==> config.mk <==
export PLATFORM = sky130hd
export DESIGN_NAME = instr_fetch_unit
export DESIGN_NICKNAME = d
export VERILOG_FILES = /design/src/rtl/cpu_pkg.sv /design/src/rtl/instr_fetch_unit.sv
export SDC_FILE = /design/constraint.sdc
export NUM_CORES = 1
export LEC_CHECK = 0
export ABC_AREA = 0
export ABC_CLOCK_PERIOD_IN_PS = 1700
export CAP_MARGIN = 40
export CORE_UTILIZATION = 28
export DETAILED_ROUTE_END_ITERATION = 8
export HOLD_SLACK_MARGIN = 0.15
export SETUP_SLACK_MARGIN = 0.5
export SYNTH_ARGS = -nofsm -noshare
export SYNTH_HDL_FRONTEND = slang
export SYNTH_SLANG_ARGS = --single-unit
==> constraint.sdc <==
create_clock -name clk -period 1.7 [get_ports clk]
set_clock_uncertainty 0.2 [all_clocks]
set_input_delay 0.51 -clock clk [delete_from_list [all_inputs] [get_ports clk]]
set_output_delay 0.51 -clock clk [all_outputs]
set_load 0.01 [all_outputs]
==> src/rtl/cpu_pkg.sv <==
// Shared definitions for the accumulator CPU front end: fetch states, datapath
// widths and the opcode field position used by the decoder and ALU.
package cpu_pkg;

    localparam int INSTR_W     = 16;
    localparam int MEM_DATA_W  = 8;
    localparam int ADDR_W_DFLT = 14;
    localparam int OPCODE_MSB  = 15;
    localparam int OPCODE_LSB  = 12;

    typedef enum logic [1:0] {
        ISSUE_HI   = 2'd0,
        ISSUE_LO   = 2'd1,
        CAPTURE_LO = 2'd2,
        VALID      = 2'd3
    } fetch_state_e;

    function automatic logic [OPCODE_MSB-OPCODE_LSB:0] opcode_of(input logic [INSTR_W-1:0] w);
        return w[OPCODE_MSB:OPCODE_LSB];
    endfunction

endpackage

==> src/rtl/instr_fetch_unit.sv <==
// Instruction fetch: reads two bytes per instruction from byte-wide memory,
// assembles a big-endian 16-bit word and hands it over on a valid/ready port.
//
// state      | meaning
// ISSUE_HI   | present pc (high byte) to memory, or idle while halted
// ISSUE_LO   | present pc+1, latch the high byte returned for pc
// CAPTURE_LO | low byte arrives; assemble word, advance pc by 2
// VALID      | hold word until the consumer accepts it
module instr_fetch_unit
    import cpu_pkg::*;
#(
    parameter int                ADDR_W   = ADDR_W_DFLT,
    parameter logic [ADDR_W-1:0] RESET_PC = '0
) (
    input  logic                  clk,
    input  logic                  reset,
    output logic [ADDR_W-1:0]     mem_addr,
    output logic                  mem_rd_en,
    input  logic [MEM_DATA_W-1:0] mem_rdata,
    output logic [INSTR_W-1:0]    instr,
    output logic [ADDR_W-1:0]     instr_pc,
    output logic                  instr_valid,
    input  logic                  instr_ready,
    input  logic                  redirect_valid,
    input  logic [ADDR_W-1:0]     redirect_addr,
    input  logic                  halt,
    output logic [15:0]           fetch_count
);

    fetch_state_e          state_q, state_d;
    logic [ADDR_W-1:0]     pc_q, pc_d;
    logic [MEM_DATA_W-1:0] hi_q, hi_d;
    logic [INSTR_W-1:0]    instr_q, instr_d;
    logic [ADDR_W-1:0]     instr_pc_q, instr_pc_d;
    logic                  valid_q, valid_d;
    logic [15:0]           count_q, count_d;

    always_comb begin
        state_d    = state_q;
        pc_d       = pc_q;
        hi_d       = hi_q;
        instr_d    = instr_q;
        instr_pc_d = instr_pc_q;
        valid_d    = valid_q;
        count_d    = count_q;
        mem_addr   = pc_q;
        mem_rd_en  = 1'b0;

        case (state_q)
            ISSUE_HI: begin
                if (!halt) begin
                    mem_rd_en = 1'b1;
                    state_d   = ISSUE_LO;
                end
            end
            ISSUE_LO: begin
                mem_addr  = pc_q + ADDR_W'(1);
                mem_rd_en = 1'b1;
                hi_d      = mem_rdata;
                state_d   = CAPTURE_LO;
            end
            CAPTURE_LO: begin
                instr_d    = {hi_q, mem_rdata};
                instr_pc_d = pc_q;
                pc_d       = pc_q + ADDR_W'(2);
                valid_d    = 1'b1;
                state_d    = VALID;
            end
            VALID: begin
                if (instr_ready) begin
                    valid_d = 1'b0;
                    count_d = count_q + 16'd1;
                    state_d = ISSUE_HI;
                end
            end
            default: state_d = ISSUE_HI;
        endcase

        // A redirect squashes whatever is in flight, including a word being accepted.
        if (redirect_valid) begin
            pc_d    = {redirect_addr[ADDR_W-1:1], 1'b0};
            valid_d = 1'b0;
            hi_d    = '0;
            count_d = count_q;
            state_d = ISSUE_HI;
        end
    end

    always_ff @(posedge clk or negedge reset) begin
        if (!reset) begin
            state_q    <= ISSUE_HI;
            pc_q       <= RESET_PC;
            hi_q       <= '0;
            instr_q    <= '0;
            instr_pc_q <= '0;
            valid_q    <= 1'b0;
            count_q    <= '0;
        end else begin
            state_q    <= state_d;
            pc_q       <= pc_d;
            hi_q       <= hi_d;
            instr_q    <= instr_d;
            instr_pc_q <= instr_pc_d;
            valid_q    <= valid_d;
            count_q    <= count_d;
        end
    end

    assign instr       = instr_q;
    assign instr_pc    = instr_pc_q;
    assign instr_valid = valid_q;
    assign fetch_count = count_q;

endmodule
==> results of run 1 <==
## final timing paths
kind | from | end | depth (start not counted)
setup / recovery | state_q[0] | mem_rd_en | 4
hold / removal | reset | instr[1] | 1
setup reg to reg | state_q[0] | fetch_count[3] | 8
hold reg to reg | instr_pc[9] | instr_pc[9] | 1
max in group asynchronous | reset | state_q[0] | 2
min in group clk | instr_pc[9] | instr_pc[9] | 1
## cell families (layout without fill, tap and decap cells)
group / count (synthesis) / in the layout / share of synthesized area [%]
other cells: 1 / 1 / 0.121
flops: 69 / 69 / 55.9
xor+xnor: 27 / 27 / 7.66
mux: 40 / 40 / 14.2
fa+ha+maj: 7 / 7 / 2.84
compound gates: 17 / 17 / 3.12
simple gates: 70 / 70 / 11.9
buf+inv: 30 / 194 / 4.29
## cells in the mapped netlist
library cell	number	area, um^2
a211oi_1	1	7.51
a21o_1	1	7.51
a21oi_1	1	5.00
a22oi_1	1	7.51
and2b_1	1	7.51
and3_1	3	18.8
and3b_1	1	8.76
and4_1	1	8.76
buf_2	6	30.0
buf_4	2	15.0
clkbuf_1	15	56.3
conb_1	1	3.75
dfrtp_1	69	1730
dlygate4sd1_1	1	8.76
ha_1	7	87.6
inv_1	6	22.5
mux2_2	30	338
mux2i_1	10	100
nand2_1	20	75.1
nand2b_1	1	6.26
nand3_1	10	50.1
nand3b_1	1	7.51
nand4_1	5	31.3
nand4_2	2	25.0
nor2_1	17	63.8
nor3_1	5	25.0
nor4_2	1	12.5
nor4_4	1	21.3
o21ai_0	7	35.0
o21ai_1	5	25.0
o21ai_2	1	8.76
or2_1	1	6.26
xnor2_1	21	184
xor2_1	6	52.6
## power by group
part           leakage, nW  total (mW)  internal [mW]  switching, mW
clock network        0.102        1.31          0.724          0.585
logic                 1.59        3.27           2.00           1.27
registers            0.889        2.33           2.08          0.253
## state kept, by name, indices dropped and copies added, names as in the netlist
register,flops
pc_q,13
instr_valid,1
hi_q,8
fetch_count,16
state_q,2
instr_pc,13
instr,16
## stage by stage
step	setup TNS, ns	power (mW)	instances	setup WS [ns]	util (%)
finish	-3.55	6.91	561	-0.258	48.9
global route	-6.27	7.29	561	-0.301	48.9
CTS	-1.75	6.39	541	-0.303	45.7
detailed placement	-12.34	4.75	505	-0.682	41.9
global placement	-11.52	4.70	505	-0.672	41.9
floorplan	0	3.55	261	0.0179	-
## critical path: stages (launching register included)
cell and delay [ns]:
dfrtp_2 0.41, inv_2 0.07, ha_4 0.16, a21o_1 0.16, buf_2 0.13
## layout make-up
| type | count | area (um^2) | area share [%] |
|---|---|---|---|
| well taps | 136 | 170 | 3.31 |
| flip-flops and latches | 69 | 1730 | 33.6 |
| repair buffers | 173 | 1440 | 28.1 |
| clock buffers | 15 | 196 | 3.82 |
| inverters | 6 | 22.5 | 0.438 |
| multi-input cells | 162 | 1580 | 30.7 |
## metal layers
metal	vias up	wire, um	GRT usage, %
met5	-	0	0
met4	0	70	4.21
met3	6	550	5.11
met2	63	3790	23.0
met1	1220	3760	18.0
li1	1184	-	-
## timing repair
item                                    in CTS  in global routing
pin swaps                                   21                 20
hold endpoints to repair                    69                 69
gates cloned                                 1                  2
gates resized for setup                    326                 35
endpoints found under the setup margin     130                199
setup buffers                               19                 19
==> impl_metrics.yaml, run 1 <==
die:
  dieWidth_um: 107
  core_mm2: 0.0105
  ios: 89
  row_count: 37
  die_area_mm2: 0.0115
  start_util_pct: 29.4
  die_h_um: 107
job:
  cap_violations: 0
detailed_routing:
  drc: 0
  vias: 2473
  wl_um: 8170
  vias_per_cell: 4.41
  drtAntennaViolNets: 0
  wl_per_cell_um: 14.6
  first_pass_iters: 4
  drtIter0Drc: 84
global_route:
  grt_pass1_vias: 2541
  grt_antenna_before_repair: 0
  grt_max_degree: 38
  grt_pass1_wl_um: 12700
  grt_usage_pct: 14.3
  gr-total-overflow: 0
clocking:
  cts_buffers: 9
  clock_path_buffers: 2
  root_buffer: "clkbuf_8"
  clock-sinks: 69
  cts_tree: "done"
  path_clk_slew_ns: 0.07
  clock_latency_ns: 0.33
  cts.htree.levels: 3
  holdBufCountCts: 1
synthesis:
  synth_cells: 261
  syn_nets: 295
  syn_area_per_cell_um2: 11.8
  synth-seq-area-share_pct: 55.9
  syn_area_mm2: 0.00309
  yosysUniqueCellTypes: 34
  ys_ff_latch: 69
  yosys_warnings: 0
timing:
  fmax_mhz: 511
  layout_setup_ws_ns: -0.258
  worst-slew-pin-transition_ns: 0.553
  final_hold_viol_count: 7
  whs_ns: -0.197
  rsz0062_at_grt: "true"
  slew_headroom_pct: 63.0
  min_period_over_period_pct: 115
  fin_crit_ns: 1.96
  setup_viol: 49
  slew_violations: 0
placement:
  io_buffers: 86
  gp_congestion: 0.728
  placed_area_mm2: 0.00440
  dp.final_hpwl_um: 5170
setup_path:
  setup.worst_path.class: "flip-flop to primary output"
  r2r_setup_slack_ns: -0.23
  critPathArrivalTime_ns: 1.25
  cp.required_ns: 0.99
  crit_path_start_kind: "flip-flop"
  end_kind: "primary output"
  crit_fanout: 3
cells_and_area:
  layout_commonest_cell: "dfrtp_1"
  fill_cells: 986
  final_cell_mix: "dfrtp_1, buf_4, buf_2"
  drive_above_1_share_pct: 54.6
  design_area_mm2: 0.00514
  antenna_cells: 0
  layout.nets: 455
  area_growth_pct: 66.5
pwr:
  ir_drop_v: 0.000745
  powerDensity_mw_per_mm2: 1340
  leakagePower_nw: 2.58
run_status:
  violations: "negative hold slack, negative setup slack"
  status: "finished, violations left"
hold_path:
  hp-class: "input port to asynchronous set/reset pin"
Power figures use the tool's default switching activity.
==> run 2, diff against run 1 <==
--- a/config.mk
+++ b/config.mk
@@ -15,3 +15,4 @@
 export SYNTH_ARGS = -nofsm -noshare
 export SYNTH_HDL_FRONTEND = slang
 export SYNTH_SLANG_ARGS = --single-unit
+export TNS_END_PERCENT = 5
==> run 2 against run 1 <==
Via count decreased by 8.1%. Global-route usage decreased by 1.8 points. Power decreased by 16%. Critical path type unchanged. The run ends with negative setup slack left. Largest power group is now registers. Design area decreased by 13%. Non-clock buffer count decreased by 44. Combinational power decreased by 32%. Register-to-register slack improved by 0.12 ns. Final cell count decreased by 7.8%. Clock power decreased by 7%. Hold slack improved by 0.46 ns.
==> impl_metrics.yaml, run 2 (synthesis gave the netlist of run 1 again) <==
hold_path:
  hp-start: "fetch_count[15]"
  hold_path_depth: 1
  min_to: "fetch_count[15]"
  hp-class: "flip-flop to flip-flop"
die:
  core_mm2: 0.0105
  start_util_pct: 29.4
  die_h_um: 107
  ios: 89
  dieWidth_um: 107
  row_count: 37
  die_area_mm2: 0.0115
timing:
  fmax_mhz: 514
  layout_setup_ws_ns: -0.245
  setup_viol: 14
  whs_ns: 0.268
  tns_ns: -1.08
  fin_crit_ns: 1.94
  slew_violations: 0
  final_hold_viol_count: 0
  min_period_over_period_pct: 114
  rsz0062_at_grt: "true"
cells_and_area:
  drive_above_1_share_pct: 45.7
  antenna_cells: 0
  area_growth_pct: 44.4
  layout.nets: 411
  final_cell_count_no_fill: 517
  layout_commonest_cell: "dfrtp_1"
  final_cell_mix: "dfrtp_1, buf_2, buf_4"
placement:
  pre_cts_ws_ns: -0.669
  gp_congestion: 0.732
  dpl.cell_count: 496
  dp.final_hpwl_um: 4880
  io_buffers: 86
detailed_routing:
  wl_per_cell_um: 13.3
  vias_per_cell: 4.40
  drtIter0Drc: 34
  drc: 0
  wl_um: 6890
  drtAntennaViolNets: 0
  first_pass_iters: 4
  vias: 2273
setup_path:
  cp.required_ns: 0.99
  end_kind: "primary output"
  crit_path_start_kind: "flip-flop"
  reg2reg_depth: 6
  r2r_setup_slack_ns: -0.11
  r2r_start: "state_q[0]"
  critPathArrivalTime_ns: 1.23
  r2r_end: "fetch_count[9]"
  crit_fanout: 3
  setup.worst_path.class: "flip-flop to primary output"
pwr:
  leakagePower_nw: 2.16
  ir_drop_v: 0.000768
  powerDensity_mw_per_mm2: 1300
  finalPower_mw: 5.78
global_route:
  grt_pass1_wl_um: 11100
  grt_antenna_before_repair: 0
  grt_max_degree: 39
  grt_usage_pct: 12.5
  gr-total-overflow: 0
  grt_pass1_vias: 2293
clocking:
  path_clk_slew_ns: 0.07
  cts_buffers: 9
  cts.htree.levels: 3
  clock_path_buffers: 2
  clock_latency_ns: 0.33
  cts_tree: "done"
  clock-sinks: 69
  root_buffer: "clkbuf_8"
job:
  cap_violations: 0
run_status:
  violations: "negative setup slack"
  status: "finished, violations left"
[run 2: cell type report]
type | count | area, um^2
Sequential cell | 69 | 1730
Clock buffer | 14 | 173
Clock inverter | 1 | 5.00
Multi-Input combinational cell | 162 | 1370
Inverter | 6 | 22.5
Tap cell | 136 | 170
Fill cell | 1050 | 6050
Timing Repair Buffer | 129 | 988
[run 2: repair_timing]
action | CTS | global route
pin swaps | 8 | 3
resized for setup | 271 | 24
hold buffers | 1 | 0
endpoints found under the hold margin | 69 | 0
setup buffers | 4 | 1
setup endpoints to repair | 130 | 161
gates cloned | 0 | 0
[run 2: through the flow]
stage               cell area, um^2  utilization (%)
floorplan                      3110                -
global placement               4320             41.1
detailed placement             4320             41.1
CTS                            4340             41.3
global route                   4460             42.4
finish                         4460             42.4
[run 2: layer usage]
| layer | GRT usage [%] | vias to the layer above | wire, um |
|---|---|---|---|
| met5 | 0 | - | 0 |
| met4 | 4.99 | 0 | 116 |
| met3 | 5.17 | 11 | 490 |
| met2 | 19.4 | 62 | 3090 |
| met1 | 15.5 | 1104 | 3190 |
| li1 | - | 1096 | - |
[run 2: power breakdown]
group | leakage (nW) | switching (mW) | internal [mW] | total (mW)
sequential | 0.889 | 0.253 | 2.08 | 2.33
clock | 0.0926 | 0.576 | 0.641 | 1.22
combinational | 1.18 | 0.999 | 1.23 | 2.23
total | 2.16 | 1.83 | 3.95 | 5.78
[run 2: critical path: stages, from the launching register on]
cell and delay [ns]:
dfrtp_2 0.44, ha_4 0.19, a21o_1 0.14, buf_2 0.13
[run 2: how the worst max path moves through the flow]
| stage | startpoint | endpoint | slack (ns) | cells past startpoint |
|---|---|---|---|---|
| 2_1_floorplan | state_q[0] | fetch_count[13] | 0.02 | 5 |
| 4_1_cts | state_q[0] | mem_rd_en | -0.31 | 4 |
| 3_3_place_gp | halt | mem_rd_en | -0.66 | 4 |
| 3_5_place_dp | halt | mem_rd_en | -0.67 | 4 |
| 5_1_grt | state_q[1] | mem_rd_en | -0.30 | 4 |
| 6_report | state_q[0] | mem_rd_en | -0.24 | 3 |
==> RTL edit, RTL diff (settings of run 1) <==
Make the reset (`reset`) synchronous in one clocked block.
--- a/src/rtl/instr_fetch_unit.sv
+++ b/src/rtl/instr_fetch_unit.sv
@@ -86,7 +86,7 @@
         end
     end
 
-    always_ff @(posedge clk or negedge reset) begin
+    always_ff @(posedge clk) begin
         if (!reset) begin
             state_q    <= ISSUE_HI;
             pc_q       <= RESET_PC;
Behaviour: differs if reset is asserted again (counterexample within 4 cycles, from zero or initial values and one cycle with reset low); with reset held inactive, the same outputs for 10 cycles.
==> RTL edit against run 1 <==
- the run ends with negative setup slack left
- setup slack improved by 0.058 ns
- synthesized area fell by 0.85%
- cell area rose by 8.9%
- sequential cell count did not move
- wire length rose by 0.39%
- critical path type unchanged
- critical endpoint unchanged
Power is not compared: it rests on default switching activity, and its combinational part moved more than twofold at a synthesized area within 25%.
==> RTL edit: results (changes against run 1) <==
metric,value,unit,change
synthTopCellsByCount,"dfxtp_1 (69), mux2i_1 (44), nor2b_1 (30)",,"was dfrtp_1 (69), mux2_2 (30), xnor2_1 (21)"
hpwl,5432,um,was 5170 um
yosys_warnings,0,,unchanged
dr_total_vias,2776,,was 2473
min-delay-path-class,reg -> reg,,was in -> async
drive_gt1_share,54.58,%,was 54.59%
slowest_delay,0.38,ns,was 0.41 ns
antenna_found_initial,0,,unchanged
io_buffers,86,,unchanged
crit_arrival,1.19,ns,was 1.25 ns
grt_first_pass_wirelength,13250,um,was 12660 um
place_inst,563,,was 505
grt_pass1_vias,2702,,was 2541
grt_max_degree,26,,was 38
post_dp_cell_area,0.004511,mm2,was 0.004398 mm2
timing.final.ws_setup,-0.1999,ns,was -0.2580 ns
drtPass1Iterations,4,,unchanged
synth_nets,346,,was 295
setup_viol,40,,was 49
critPathMaxFanout,3,,unchanged
wire_per_inst,13.08,um,was 14.57 um
gp_congestion,0.7933,,was 0.7282
crit_family,flip-flops,,unchanged
drt-total-wl,8204,um,was 8172 um
layout.nets,520,,was 455
seq_area_frac_synth,45.10,%,was 55.89%
outcome,finished with violations,,unchanged
cts_buffers,9,,unchanged
leakage,2.370,nW,
async_flop_share,0,%,was 100.0%
synth.most_common_cell,dfxtp_1,,was dfrtp_1
synthTopCellsByArea,"dfxtp_1 (45%), mux2i_1 (14%), nor2b_1 (6.1%)",,"was dfrtp_1 (56%), mux2_2 (11%), xnor2_1 (6.0%)"
seq_area,0.001485,mm2,was 0.001729 mm2
cpMaxStageDelayCell,dfxtp_4,,was dfrtp_2
antenna_cells,0,,unchanged
synthDistinctLibCells,41,,was 34
grtUsageTotal,14.83,%,was 14.33%
synth_area_per_cell,9.817,um2,was 11.84 um2
hold_path_depth,2,,
fin_tns_setup,-2.905,ns,was -3.547 ns
failed_checks,negative setup slack,,"was negative hold slack, negative setup slack"
drt_iter0_markers,74,,was 84
worstRegToRegCells,8,,unchanged
dp_slack,-0.6614,ns,was -0.6823 ns
max-vdd-ir-drop,0.4324,mV,
fillers,960,,was 986
==> RTL edit: final cells by class <==
| type | instances | area share, % |
|---|---|---|
| clock buffers | 12 | 3.149 |
| flip-flops and latches | 69 | 26.51 |
| multi-input cells | 216 | 32.25 |
| clock inverters | 4 | 0.9156 |
| inverters | 11 | 0.8709 |
| well taps | 136 | 3.037 |
| repair buffers | 179 | 33.27 |
==> RTL edit: power breakdown <==
group	switching [mW]	leakage (nW)	internal, mW
Combinational	0.189	1.66	0.274
Sequential	0.0267	0.591	1.64
Clock	0.638	0.114	0.850
==> RTL edit: final timing paths <==
path,startpoint,to,slack [ns]
worst max-delay path,state_q[0],mem_rd_en,-0.20
worst min-delay path,fetch_count[15],fetch_count[15],0.28
worst max register to register,state_q[1],fetch_count[3],-0.18
worst min register to register,fetch_count[15],fetch_count[15],0.28
==> RTL edit: layer usage <==
metal	GRT usage, %	share of wire (%)
met1	18.98	45
met2	24.24	49
met3	4.255	5.0
met4	4.110	0.83
met5	0	0
==> RTL edit: worst min-delay path, stage by stage (launching register included) <==
cell	delay (ns)
dfxtp_2	0.33
nand2_1	0.05
mux2i_1	0.05
==> RTL edit: kinds of logic (layout without fill, tap and decap cells) <==
logic type	after synthesis	count (layout)	synth area share, %
DFF	69	69	45.10
AOI/OAI and AO/OA	32	32	5.883
buffers and inverters	27	206	3.921
xor gates and xnor gates	19	19	5.433
adders and majority gates	7	7	2.859
and+or+nand+nor	113	113	22.30
muxes	44	44	14.38
other	1	1	0.1224
==> RTL edit: timing repair <==
action,4_1_cts,5_1_grt
pin swaps,24,22
cloned,2,0
hold endpoints to repair,0,0
resized for setup,421,23
endpoints found under the setup margin,130,130
buffers inserted,34,12
